==> config.mk <==
export PLATFORM = sky130hd
export DESIGN_NAME = fpu_issue_queue
export DESIGN_NICKNAME = d
export VERILOG_FILES = /design/src/rtl/fpu_pkg.sv /design/src/rtl/fpu_pair_fifo.sv /design/src/rtl/fpu_issue_queue.sv
export SDC_FILE = /design/constraint.sdc
export NUM_CORES = 1
export LEC_CHECK = 0
export BUFFER_PORTS_ARGS = -buffer_cell sky130_fd_sc_hd__clkbuf_2
export CORE_MARGIN = 2
export CORE_UTILIZATION = 25
export CTS_BUF_LIST = sky130_fd_sc_hd__clkbuf_16
export CTS_CLUSTER_SIZE = 40
export DETAILED_ROUTE_END_ITERATION = 8
export HOLD_SLACK_MARGIN = 0.15
export PLACE_DENSITY = 0.5
export SETUP_SLACK_MARGIN = 0.02
export SKIP_LAST_GASP = 1
export SLEW_MARGIN = 5
export SYNTH_ARGS = -nofsm -noshare
export SYNTH_HDL_FRONTEND = slang
export SYNTH_SLANG_ARGS = --single-unit
==> constraint.sdc <==
create_clock -name clock -period 6.42 [get_ports clock]
set_clock_uncertainty 0.2 [all_clocks]
set_input_delay 0 -clock clock [delete_from_list [all_inputs] [get_ports clock]]
set_output_delay 0 -clock clock [all_outputs]
set_load 0.05 [all_outputs]
==> src/rtl/fpu_pkg.sv <==
// rtl/fpu_pkg.sv - shared float format, operand pair and issue-state types
package fpu_pkg;
  localparam int FP_W     = 32;
  localparam int EXP_W    = 6;
  localparam int MAN_W    = 25;
  localparam int EXP_BIAS = 31;
  localparam int ST_W     = 4;

  // Bit positions inside the 4-bit FPU status word
  localparam int ST_INVALID   = 0;
  localparam int ST_DIVZERO   = 1;
  localparam int ST_OVERFLOW  = 2;
  localparam int ST_UNDERFLOW = 3;

  typedef logic [FP_W-1:0] fp_word_t;

  typedef struct packed {
    fp_word_t a;
    fp_word_t b;
  } fp_pair_t;

  typedef enum logic [1:0] {
    IDLE   = 2'd0,
    WAIT   = 2'd1,
    RESULT = 2'd2
  } issue_state_t;

  function automatic logic [EXP_W-1:0] fp_exp(input fp_word_t w);
    return w[FP_W-2 -: EXP_W];
  endfunction
endpackage

==> src/rtl/fpu_pair_fifo.sv <==
// rtl/fpu_pair_fifo.sv - DEPTH-entry FIFO of operand pairs with occupancy count
module fpu_pair_fifo
  import fpu_pkg::*;
#(
  parameter int DEPTH = 4
) (
  input  logic                         clock,
  input  logic                         reset,
  input  logic                         push_i,
  input  fp_pair_t                     push_data_i,
  input  logic                         pop_i,
  output fp_pair_t                     head_o,
  output logic [$clog2(DEPTH+1)-1:0]   count_o
);
  localparam int PW = $clog2(DEPTH);
  localparam int CW = $clog2(DEPTH+1);

  fp_pair_t        mem_q [DEPTH];
  logic [PW-1:0]   wr_ptr_q;
  logic [PW-1:0]   rd_ptr_q;
  logic [CW-1:0]   count_q;

  // Caller guarantees push only when not full and pop only when not empty
  always_ff @(posedge clock) begin
    if (reset) begin
      wr_ptr_q <= '0;
      rd_ptr_q <= '0;
      count_q  <= '0;
    end else begin
      if (push_i) begin
        mem_q[wr_ptr_q] <= push_data_i;
        wr_ptr_q        <= wr_ptr_q + 1'b1;
      end
      if (pop_i) begin
        rd_ptr_q <= rd_ptr_q + 1'b1;
      end
      if (push_i && !pop_i) begin
        count_q <= count_q + 1'b1;
      end else if (pop_i && !push_i) begin
        count_q <= count_q - 1'b1;
      end
    end
  end

  assign head_o  = mem_q[rd_ptr_q];
  assign count_o = count_q;
endmodule

==> src/rtl/fpu_issue_queue.sv <==
// rtl/fpu_issue_queue.sv - buffers operand pairs, holds them on the FPU and returns results in order
module fpu_issue_queue
  import fpu_pkg::*;
#(
  parameter int DEPTH       = 4,
  parameter int FPU_LATENCY = 5
) (
  input  logic                         clock,
  input  logic                         reset,
  input  logic                         in_valid,
  output logic                         in_ready,
  input  logic [FP_W-1:0]              in_op_a,
  input  logic [FP_W-1:0]              in_op_b,
  output logic [FP_W-1:0]              fpu_op_a,
  output logic [FP_W-1:0]              fpu_op_b,
  input  logic [FP_W-1:0]              fpu_data,
  input  logic [ST_W-1:0]              fpu_status,
  output logic                         out_valid,
  input  logic                         out_ready,
  output logic [FP_W-1:0]              out_data,
  output logic [ST_W-1:0]              out_status,
  output logic [$clog2(DEPTH+1)-1:0]   count,
  output logic                         busy
);
  localparam int CW    = $clog2(DEPTH+1);
  localparam int CNT_W = $clog2(FPU_LATENCY+1);
  localparam logic [CNT_W-1:0] CNT_RELOAD = CNT_W'(FPU_LATENCY-1);

  issue_state_t      state_q, state_d;
  logic [CNT_W-1:0]  cnt_q, cnt_d;
  logic [FP_W-1:0]   op_a_q, op_b_q;
  logic [FP_W-1:0]   out_data_q;
  logic [ST_W-1:0]   out_status_q;
  logic              out_valid_q, out_valid_d;
  logic              push, pop, capture;
  logic [CW-1:0]     fifo_count;
  fp_pair_t          head;

  // Full queue blocks input even if a pop happens this cycle
  assign in_ready = (fifo_count < CW'(DEPTH));
  assign push     = in_valid && in_ready;

  fpu_pair_fifo #(.DEPTH(DEPTH)) u_fifo (
    .clock       (clock),
    .reset       (reset),
    .push_i      (push),
    .push_data_i ('{a: in_op_a, b: in_op_b}),
    .pop_i       (pop),
    .head_o      (head),
    .count_o     (fifo_count)
  );

  always_comb begin
    state_d     = state_q;
    cnt_d       = cnt_q;
    out_valid_d = out_valid_q;
    pop         = 1'b0;
    capture     = 1'b0;
    case (state_q)
      IDLE: begin
        if (fifo_count != '0) begin
          pop     = 1'b1;
          cnt_d   = CNT_RELOAD;
          state_d = WAIT;
        end
      end
      WAIT: begin
        if (cnt_q != '0) begin
          cnt_d = cnt_q - 1'b1;
        end else begin
          capture     = 1'b1;
          out_valid_d = 1'b1;
          state_d     = RESULT;
        end
      end
      RESULT: begin
        // Back-to-back issue: next pair goes out on the same edge as the handshake
        if (out_valid_q && out_ready) begin
          out_valid_d = 1'b0;
          if (fifo_count != '0) begin
            pop     = 1'b1;
            cnt_d   = CNT_RELOAD;
            state_d = WAIT;
          end else begin
            state_d = IDLE;
          end
        end
      end
      default: state_d = IDLE;
    endcase
  end

  always_ff @(posedge clock) begin
    if (reset) begin
      state_q      <= IDLE;
      cnt_q        <= '0;
      op_a_q       <= '0;
      op_b_q       <= '0;
      out_valid_q  <= 1'b0;
      out_data_q   <= '0;
      out_status_q <= '0;
    end else begin
      state_q     <= state_d;
      cnt_q       <= cnt_d;
      out_valid_q <= out_valid_d;
      if (pop) begin
        op_a_q <= head.a;
        op_b_q <= head.b;
      end
      if (capture) begin
        out_data_q   <= fpu_data;
        out_status_q <= fpu_status;
      end
    end
  end

  assign fpu_op_a   = op_a_q;
  assign fpu_op_b   = op_b_q;
  assign out_valid  = out_valid_q;
  assign out_data   = out_data_q;
  assign out_status = out_status_q;
  assign count      = fifo_count;
  assign busy       = (state_q != IDLE) || (fifo_count != '0);
endmodule

==> flow_summary_export.csv <==
group,metric,value,unit
layout,finalNetCount,1397,
logic_synthesis,ys.flop_type,"edfxtp_1",
logic_synthesis,synth_edf_count,256,
power_and_ir_drop,power.internal,5.09,mW
timing,max-slew-margin-rel,34.5,%
clocking,cts_sinks,369,
timing,post-route-period-util,43.9,%
logic_synthesis,yosys.area_share.simple,6.85,%
power_and_ir_drop,p_total,7.99,mW
clocking,clkLatencyLatePin,550,ps
logic_synthesis,synth_area_per_cell,15.8,um2
clocking,htreeDepth,2,
timing,hold_violations,0,
logic_synthesis,synthTopCellsByArea,"edfxtp_1 57%, dfxtp_1 17%, mux4_2 11%",
power_and_ir_drop,power_frac_clock,30.7,%
layout,stdcell_count,2010,
grt,grt_pass1_vias,8908,
run_status,run_status,"completed",
floorplanning,die_h,236,um
logic_synthesis,yosys_warnings,0,
layout,area_delta_synth_final,40.0,%
routing,drc_errors,0,
worst_setup_path,r2r_slack,3600,ps
timing,drv_slew,0,
routing,drt-initial-drc-count,339,
power_and_ir_drop,ir_drop,0.000268,V
placement,port_buffers,209,
clocking,cts-root-buf,"clkbuf_16",
power_and_ir_drop,power.switching,2.91,mW
worst_setup_path,worst_setup_path_start_kind,"flip-flop",
layout,stdcell_area,18800,um2
grt,grt_pass1_wl,51200,um
logic_synthesis,seq_area_frac_synth,74.2,%
timing,finalWorstSetupSlack,3600,ps
timing,rsz0062_at_grt,"false",
min_path,hp-class,"in -> reg",
power_and_ir_drop,seqPwrFrac,38.8,%
clocking,cts_made_buffers,44,
routing,post_drt_wl_per_cell,16.4,um
logic_synthesis,yosysMostFrequentCell,"edfxtp_1",
routing,viasPerCell,4.21,
logic_synthesis,synth_top_family_by_area,"multiplexers",
floorplanning,row_count,84,
floorplanning,io_pins,210,
placement,place_area,15100,um2
grt,grt-ovfl-total,0,
routing,num_vias,8455,
power_and_ir_drop,sw_frac_of_total,36.4,%
grt,use_met2,20.3,%
layout,fin_util,35.6,%
min_path,holdPathStages,5,
floorplanning,dieArea,55500,um2
layout,drive_gt1_share,27.5,%
logic_synthesis,synth_top_cell_by_area,"edfxtp_1",
grt,use_met1,14.7,%
logic_synthesis,synth-xor-area-share,0.196,%
worst_setup_path,reg2reg_from,"u_fifo.count_o[2]",
floorplanning,core,52800,um2
placement,dp_worst_setup_slack,3560,ps
logic_synthesis,syn_area,13400,um2
grt,top_usage_layer,"met2",
job,drv_cap,0,
routing,firstDrtPassIters,4,
worst_setup_path,r2r-end,"u_fifo.mem_q[3][38]",
timing,fmax,0.355,GHz
grt,grtUsageMet3,3.45,%
logic_synthesis,synth_fp_nets,962,
worst_setup_path,crit_required,6400,ps
timing,tns,0,ps
clocking,path_clk_slew,60,ps
logic_synthesis,async_flop_share,0,%
logic_synthesis,synth_compound_area_share,4.57,%
grt,antenna_found_initial,1,
power_and_ir_drop,power.leakage,6.78,nW
worst_setup_path,crit_start,"u_fifo.count_o[2]",
clocking,ctsResizeCount,0,
placement,dp_cells,1707,
timing,tightest_slew,982,ps
worst_setup_path,path_max_fanout,42,
logic_synthesis,yosysUniqueCellTypes,32,
power_and_ir_drop,comb_power_share,30.5,%
placement,dp_hpwl,17500,um
worst_setup_path,path_class,"reg -> reg",
logic_synthesis,netlist_instances,850,
min_path,holdPathEnd,"out_valid",
timing,hold_slack,235,ps
logic_synthesis,synthMuxAreaShare,10.9,%
clocking,clock_path_buffers,3,
layout,fill_cells,5037,
placement,routabilityCongestion,0.719,
logic_synthesis,ys_top_cells_by_count,"256 x edfxtp_1, 206 x nand2_1, 113 x dfxtp_1, 106 x a21oi_1, 64 x mux4_2",
timing,min_period,2820,ps
routing,drt_wl_total,32900,um
floorplanning,start_util,25.4,%
floorplanning,die_x,236,um
grt,track_usage,11.9,%
routing,drtAntennaViolNets,0,
worst_setup_path,arrival,2790,ps
logic_synthesis,synthAdderAreaFrac,0.803,%
grt,grt_max_degree,68,
power_and_ir_drop,powerDensity,426,nW/um2
clocking,cts_tree,"built",
timing,finalSetupViolations,0,
worst_setup_path,cp-end-kind,"flip-flop",
logic_synthesis,synth_seq_cells,369,
logic_synthesis,yosysTopAreaCellShare,57.3,%
min_path,hold_start,"out_ready",
worst_setup_path,rr_worst_depth,4,
final cells by class:
cell class | instances | area [um2] | share of cell area, %
inverter | 9 | 33.8 | 0.180
multi-input combinational | 423 | 3140 | 16.7
tap | 688 | 861 | 4.59
timing repair buffer | 438 | 3320 | 17.7
sequential | 369 | 9960 | 53.1
clock inverter | 36 | 302 | 1.61
antenna | 1 | 2.50 | 0.0133
clock buffer | 46 | 1150 | 6.13
worst max path at each step:
stage | end | slack (ps) | cells after the start
3_5_place_dp | u_fifo.mem_q[3][39] | 3560 | 4
2_1_floorplan | u_fifo.mem_q[0][0] | 3190 | 3
3_3_place_gp | fpu_op_a[22] | 3590 | 4
4_1_cts | fpu_op_a[5] | 3550 | 4
5_1_grt | fpu_op_a[18] | 3400 | 4
6_report | u_fifo.mem_q[3][38] | 3600 | 4
worst max-delay path, cell delays in order (launching register included):
cell	delay, ps
dfxtp_1	350
nor2b_1	380
nor2b_1	350
and2_4	440
buf_4	630
cells by family (layout without fill, tap and decap cells):
| kind of cell | Yosys count | count (layout) |
|---|---|---|
| mux | 66 | 66 |
| compound gates | 116 | 116 |
| fa+ha+maj | 8 | 8 |
| simple gates | 230 | 230 |
| buf+inv | 58 | 529 |
| xor+xnor | 3 | 3 |
| flops | 369 | 369 |
| other cells | 0 | 1 |
registers in the layout (all words and copies together), names as in the netlist:
name and count:
out_status 4, out_data 32, out_valid 1, u_fifo.mem_q 256, fpu_op_b 32, fpu_op_a 32
u_fifo.wr_ptr_q 2, u_fifo.count_o 3, u_fifo.rd_ptr_q 2, cnt_q 3, state_q 2
metal layers:
| layer | vias up | share of wire [%] |
|---|---|---|
| met5 | - | 0 |
| li1 | 4030 | - |
| met1 | 4129 | 43 |
| met2 | 253 | 48 |
| met3 | 43 | 6.9 |
| met4 | 0 | 1.9 |
power groups by stage:
stage | combinational, mW | clock (mW) | sequential (mW)
floorplan | 1.07 | 0 | 3.83
global placement | 2.36 | 0 | 3.15
detailed placement | 2.36 | 0 | 3.16
CTS | 2.49 | 2.55 | 3.11
global route | 2.65 | 2.64 | 3.15
finish | 2.44 | 2.46 | 3.10
repair_timing:
item / 4_1_cts / 5_1_grt
buffers inserted: 0 / 0
hold buffers: 220 / 0
hold endpoints to repair: 329 / 0
cell usage in the layout (no fill, tap or decap), types with 2 or more instances in the layout:
cell type / instances
nor2b_1: 2
clkinv_1: 8
and2_4: 4
clkinv_2: 4
mux2i_1: 2
edfxtp_1: 256
xor2_1: 2
clkinvlp_4: 5
buf_4: 10
inv_2: 2
nand2_1: 206
a21oi_1: 106
bufinv_16: 4
clkinv_4: 3
or3_1: 3
o21ai_0: 4
inv_1: 16
clkbuf_2: 208
dfxtp_1: 111
mux4_2: 64
a211o_1: 2
dfxtp_4: 2
dlygate4sd3_1: 220
nor2_1: 8
clkbuf_16: 46
ha_1: 7
Power figures use the tool's default switching activity.
